==> config.mk <==
export PLATFORM = sky130hd
export DESIGN_NAME = mem_req_initiator
export DESIGN_NICKNAME = d
export VERILOG_FILES = /design/src/rtl/npc_mem_pkg.sv /design/src/rtl/mem_req_initiator_lat_lfsr.sv /design/src/rtl/mem_req_initiator.sv
export SDC_FILE = /design/constraint.sdc
export NUM_CORES = 1
export LEC_CHECK = 0
export CAP_MARGIN = 20
export CORE_MARGIN = 2
export CORE_UTILIZATION = 43
export CTS_BUF_LIST = sky130_fd_sc_hd__clkbuf_4 sky130_fd_sc_hd__clkbuf_8 sky130_fd_sc_hd__clkbuf_16
export DETAILED_ROUTE_END_ITERATION = 10
export PLACE_DENSITY_LB_ADDON = 0.1
export SLEW_MARGIN = 20
export SYNTH_ARGS = -nofsm -noshare
export SYNTH_HDL_FRONTEND = slang
export SYNTH_SLANG_ARGS = --single-unit
==> constraint.sdc <==
create_clock -name clk -period 10.6 [get_ports clk]
set_clock_uncertainty 0.05 [all_clocks]
set_input_delay 1.59 -clock clk [delete_from_list [all_inputs] [get_ports clk]]
set_output_delay 1.59 -clock clk [all_outputs]
set_load 0.02 [all_outputs]
==> src/rtl/npc_mem_pkg.sv <==
// Shared definitions for the NPC start/done memory-latency handshake:
// request size encodings, initiator FSM states, LFSR constants and the
// default timeout, plus the request legality check.
package npc_mem_pkg;

   localparam logic [1:0] SZ_B   = 2'd0;
   localparam logic [1:0] SZ_H   = 2'd1;
   localparam logic [1:0] SZ_W   = 2'd2;
   localparam logic [1:0] SZ_RSV = 2'd3;

   typedef enum logic [1:0] {
      IDLE  = 2'd0,
      ISSUE = 2'd1,
      WAIT  = 2'd2,
      RESP  = 2'd3
   } state_t;

   // Fibonacci taps 16,14,13,11 expressed as a mask over lfsr[15:0].
   localparam logic [15:0] LFSR_SEED = 16'hACE1;
   localparam logic [15:0] LFSR_TAPS = 16'hB400;

   localparam int DEF_TIMEOUT = 64;

   // A request is rejected locally when its size is reserved or its
   // address is not naturally aligned for that size.
   function automatic logic req_bad(input logic [1:0] size, input logic [1:0] lo);
      logic bad;
      bad = 1'b0;
      case (size)
         SZ_B:    bad = 1'b0;
         SZ_H:    bad = lo[0];
         SZ_W:    bad = (lo != 2'b00);
         default: bad = 1'b1;
      endcase
      return bad;
   endfunction

endpackage

==> src/rtl/mem_req_initiator_lat_lfsr.sv <==
// lat_lfsr: 16-bit Fibonacci LFSR (taps 16,14,13,11) that steps once per
// asserted adv and exposes its low three bits as a latency selector.
// Only instantiated by mem_req_initiator when MEM_REQ_RAND_LAT_EN is defined.
module lat_lfsr
   import npc_mem_pkg::*;
(
   input  logic       clk,
   input  logic       rst,
   input  logic       adv,
   output logic [2:0] lat
);

   logic [15:0] lfsr;
   logic        fb;

   assign fb  = ^(lfsr & LFSR_TAPS);
   assign lat = lfsr[2:0];

   // Shift register: reseed on reset, step when the initiator issues.
   always_ff @(posedge clk or posedge rst) begin
      if (rst) begin
         lfsr <= LFSR_SEED;
      end else if (adv) begin
         lfsr <= {lfsr[14:0], fb};
      end
   end

endmodule

==> src/rtl/mem_req_initiator.sv <==
// mem_req_initiator: initiator side of the NPC start/done memory-latency
// handshake. Accepts one request, pulses mem_start with a latency code,
// waits for mem_done or a timeout and returns one response. One transaction
// outstanding at a time.
//
// Handshakes: a transfer happens on a rising clk edge where valid and ready
// are both 1; a valid side holds valid and its payload stable until that
// edge, and ready never depends on valid of the same port.
//
// Build option: define MEM_REQ_RAND_LAT_EN to draw mem_times from an LFSR
// (range 1..8) instead of the LATENCY constant.
module mem_req_initiator
   import npc_mem_pkg::*;
#(
   parameter int         AW      = 32,
   parameter int         DW      = 32,
   parameter logic [4:0] LATENCY = 5'd1,
   parameter int         TIMEOUT = DEF_TIMEOUT
) (
   input  logic          clk,
   input  logic          rst,
   input  logic          req_valid,
   output logic          req_ready,
   input  logic          req_wen,
   input  logic [1:0]    req_size,
   input  logic [AW-1:0] req_addr,
   input  logic [DW-1:0] req_wdata,
   input  logic [3:0]    req_wmask,
   output logic          resp_valid,
   input  logic          resp_ready,
   output logic [DW-1:0] resp_rdata,
   output logic          resp_err,
   output logic          mem_start,
   output logic [4:0]    mem_times,
   output logic          mem_wen,
   output logic [AW-1:0] mem_addr,
   output logic [DW-1:0] mem_wdata,
   output logic [3:0]    mem_wmask,
   input  logic          mem_done,
   input  logic [DW-1:0] mem_rdata,
   output state_t        state_dbg
);

   localparam int             CW       = (TIMEOUT > 2) ? $clog2(TIMEOUT) : 1;
   localparam logic [CW-1:0]  CNT_LAST = CW'(TIMEOUT - 1);

   state_t        state, state_nxt;
   logic [CW-1:0] cnt;
   logic [CW-1:0] cnt_inc;
   logic          timed_out;
   logic          bad_req;
   logic [4:0]    lat_code;

   assign cnt_inc   = cnt + 1'b1;
   assign timed_out = (cnt_inc == CNT_LAST);
   assign bad_req   = req_bad(req_size, req_addr[1:0]);

   assign req_ready  = (state == IDLE);
   assign resp_valid = (state == RESP);
   assign mem_start  = (state == ISSUE);
   assign mem_times  = (state == ISSUE) ? lat_code : 5'd0;
   assign state_dbg  = state;

`ifdef MEM_REQ_RAND_LAT_EN
   logic [2:0] lfsr_lat;

   lat_lfsr u_lat_lfsr (
      .clk (clk),
      .rst (rst),
      .adv (state == ISSUE),
      .lat (lfsr_lat)
   );

   assign lat_code = {2'b00, lfsr_lat} + 5'd1;
`else
   assign lat_code = LATENCY;
`endif

   // State register; reset aborts any transaction without a response.
   always_ff @(posedge clk or posedge rst) begin
      if (rst) begin
         state <= IDLE;
      end else begin
         state <= state_nxt;
      end
   end

   // Next-state logic; mem_done only matters in WAIT and beats the timeout.
   always_comb begin
      state_nxt = state;
      case (state)
         IDLE:    if (req_valid) state_nxt = bad_req ? RESP : ISSUE;
         ISSUE:   state_nxt = WAIT;
         WAIT:    if (mem_done || timed_out) state_nxt = RESP;
         RESP:    if (resp_ready) state_nxt = IDLE;
         default: state_nxt = IDLE;
      endcase
   end

   // Request latch, wait counter and response registers.
   always_ff @(posedge clk or posedge rst) begin
      if (rst) begin
         mem_wen    <= 1'b0;
         mem_addr   <= '0;
         mem_wdata  <= '0;
         mem_wmask  <= 4'h0;
         resp_rdata <= '0;
         resp_err   <= 1'b0;
         cnt        <= '0;
      end else begin
         case (state)
            IDLE: begin
               if (req_valid) begin
                  mem_wen    <= req_wen;
                  mem_addr   <= req_addr;
                  mem_wdata  <= req_wdata;
                  mem_wmask  <= req_wmask;
                  resp_rdata <= '0;
                  resp_err   <= bad_req;
               end
            end
            ISSUE: begin
               cnt <= '0;
            end
            WAIT: begin
               if (mem_done) begin
                  resp_rdata <= mem_wen ? '0 : mem_rdata;
                  resp_err   <= 1'b0;
               end else if (timed_out) begin
                  resp_rdata <= '0;
                  resp_err   <= 1'b1;
               end else begin
                  cnt <= cnt_inc;
               end
            end
            default: begin
               // RESP: response held until consumed.
            end
         endcase
      end
   end

endmodule

==> summary.txt <==
Synthesis
  – Post-synth EDFFs: 0
  – Ys async rst share: 100.0%
  – Synth Cell Area: 4377 µm²
  – Leading area contributor after synthesis: dfrtp_1
  – Synth area leaders: dfrtp_1 63%, mux2_2 18%, a22o_1 6.8%
  – Synth warn: 0
  – Flop and latch count out of synthesis: 110
  – Ys flop type: dfrtp_1
  – Yosys top cell area share: 62.89%
  – Distinct cells, synth: 36
  – Syn Inst Count: 295
  – Mean area per synthesized cell: 14.84 µm²
  – Sequential fraction of the synthesis area: 62.89%

STA
  – Achievable Freq: 0.2742 GHz
  – Max-slew violations: 0
  – Final hold viol count: 0
  – RSZ-0062 raised after global routing: no
  – Final-report setup violation count: 0
  – Slew HR: 37.10%
  – Setup TNS: 0 ns
  – Final worst path period share: 34.40%
  – Hold slack: 0.4624 ns
  – Actual slew at the worst max-slew pin: 0.9435 ns
  – Crit path time final: 3.647 ns

Setup path
  – Critical setup path kind: in -> reg
  – Worst EP required: 10.84 ns
  – Critical Path Sink Type: flip-flop
  – Crit-path max FO: 36
  – CP Launch Type: input pin
  – CP Data Arrival Time: 3.88 ns

Clock network
  – Worst-path clk slew: 0.10 ns
  – CTS H-tree lvls: 3
  – CTS tree: done
  – CTS resizes: 0
  – CTS Root Cell: clkbuf_8
  – Post-CTS setup buffers: 0
  – Clk buf depth: 2
  – CTS buffer count: 9
  – # clock sinks: 110
  – Post-CTS Hold Buffers: 0
  – Worst skew pair latency: 0.34 ns

Drt
  – DR pass1 iterations: 4
  – Average wire per standard cell: 16.76 µm
  – Final wirelength: 10.83 mm
  – Remaining antenna violation count after routing: 0
  – Vias per cell: 4.927
  – DRC viols: 0
  – DRT iter0 DRCs: 107
  – Vias: 3183

Power
  – Total chip power: 2.113 mW
  – Power Density: 310.2 nW/µm²
  – IR drop worst, VDD: 0.1524 mV
  – Leakage power: 2.907 nW

Finish
  – # fillers: 744
  – Antenna diodes: 0
  – Layout cells sized above 1: 18.52%
  – Syn-to-layout area delta: 55.66%
  – Nets: 622

GRT
  – Total congestion overflow: 0
  – First-pass GRT wire length: 17.41 mm
  – Vias in the first global route: 3371
  – Gr usage total: 20.01%
  – Pin count of the biggest net entering global routing: 75
  – Initial antenna violation count: 0

Floorplan
  – Die width: 104.9 µm
  – I/O pin count: 220
  – Die height: 104.9 µm
  – Die area: 11000 µm²
  – Initial Utilization: 44.57%
  – Core Box Area: 9819 µm²
  – Row count: 36

Placement
  – Dpl hpwl: 8.070 mm
  – Placer Congestion: 0.8172
  – Input/output buffers: 215

Run
  – Max Cap Viol: 0

Outcome
  – Status: complete, no violations

Min path
  – Worst min-delay path class: reg -> reg
where the power goes:
group / switching [mW] / internal, mW
Sequential: 0.111 / 0.624
Clock: 0.147 / 0.0916
Combinational: 0.547 / 0.592
cells in the final DEF, fill, tap and decap left out, types with 2 or more instances in the layout:
cell type / synthesis / final
a21oi_1: 4 / 4
a22o_1: 34 / 34
buf_4: 5 / 3
clkbuf_8: 0 / 9
clkdlybuf4s50_1: 0 / 215
conb_1: 1 / 4
dfrtp_1: 110 / 110
ha_1: 6 / 6
inv_1: 8 / 7
inv_6: 0 / 3
inv_8: 0 / 2
mux2_2: 69 / 69
nand2_1: 9 / 8
nand3_1: 4 / 4
nor2_1: 3 / 3
o21ai_0: 5 / 5
o2bb2ai_1: 2 / 2
o31ai_1: 2 / 2
xor2_1: 2 / 2
state kept, by name, indices dropped and copies added, names as in the netlist:
signal      flops
mem_addr       32
mem_wdata      32
resp_rdata     32
cnt             6
mem_wmask       4
state_dbg       2
mem_wen         1
resp_err        1
through the flow:
| stage | cell area, µm² | util (%) | cells | setup slack (ns) |
|---|---|---|---|---|
| after floorplan | 4388 | - | 298 | 6.058 |
| after global placement | 6626 | 67.48 | 630 | 6.612 |
| after detailed placement | 6626 | 67.48 | 630 | 6.555 |
| after CTS | 6813 | 69.38 | 646 | 6.945 |
| after global routing | 6813 | 69.38 | 646 | 6.750 |
| final | 6813 | 69.38 | 646 | 6.953 |
path summary, 6_finish.rpt:
path | slack (ns) | cells past startpoint | to | from
worst max-delay path | 6.95 | 6 | resp_rdata[28]$_DFFE_PP0P_ | req_valid
worst min-delay path | 0.46 | 1 | mem_addr[8]$_DFFE_PP0P_ | mem_addr[8]$_DFFE_PP0P_
worst max register to register | 7.68 | 7 | resp_rdata[28]$_DFFE_PP0P_ | state_dbg[0]$_DFFE_PP0P_
worst min register to register | 0.46 | 1 | mem_addr[8]$_DFFE_PP0P_ | mem_addr[8]$_DFFE_PP0P_
max in group asynchronous | 7.65 | 3 | cnt[5]$_DFFE_PP0P_ | rst
min in group asynchronous | 1.54 | 2 | mem_wdata[24]$_DFFE_PP0P_ | rst
Yosys cell counts (2+ instances only):
cell type    n
o2bb2ai_1    2
o31ai_1      2
mux2_2      69
buf_1        4
buf_4        5
buf_6        3
ha_1         6
o21ai_0      5
nor2_1       3
inv_1        8
dfrtp_1    110
nand3_1      4
nand2_1      9
a21oi_1      4
buf_2        6
a22o_1      34
xor2_1       2
metal layers:
layer / routed length, µm / track usage [%] / part of all wire (%) / vias to the layer above
met3: 1020 / 7.049 / 9.4 / 14
met2: 5167 / 32.75 / 48 / 149
met1: 4411 / 24.73 / 41 / 1540
met4: 227 / 6.667 / 2.1 / 0
li1: - / - / - / 1480
met5: 0 / 0 / 0 / -
layout make-up:
| type | instances | area (µm²) | share of cell area, % |
|---|---|---|---|
| clock buffer | 9 | 123.9 | 1.818 |
| clock inverter | 7 | 62.56 | 0.9183 |
| inverter | 8 | 32.53 | 0.4775 |
| multi-input combinational | 161 | 1500 | 22.02 |
| sequential | 110 | 2753 | 40.40 |
| tap | 133 | 166.4 | 2.443 |
| timing repair buffer | 218 | 2175 | 31.92 |
cells by family after synthesis:
| group | count (synthesis) | synth area share [%] |
|---|---|---|
| other cells | 1 | 0.08568 |
| compound gates | 57 | 10.81 |
| flops | 110 | 62.89 |
| mux | 70 | 17.98 |
| simple gates | 22 | 2.687 |
| fa+ha+maj | 6 | 1.715 |
| xor+xnor | 2 | 0.4003 |
| buf+inv | 27 | 3.430 |
critical path, cell delays in order:
cell             delay, ns
clkdlybuf4s50_1       0.44
nand2_2               0.61
buf_4                 0.52
o21ai_2               0.16
nand2_4               0.31
a22o_1                0.21
No activity file was read; power rests on OpenSTA's default activity.
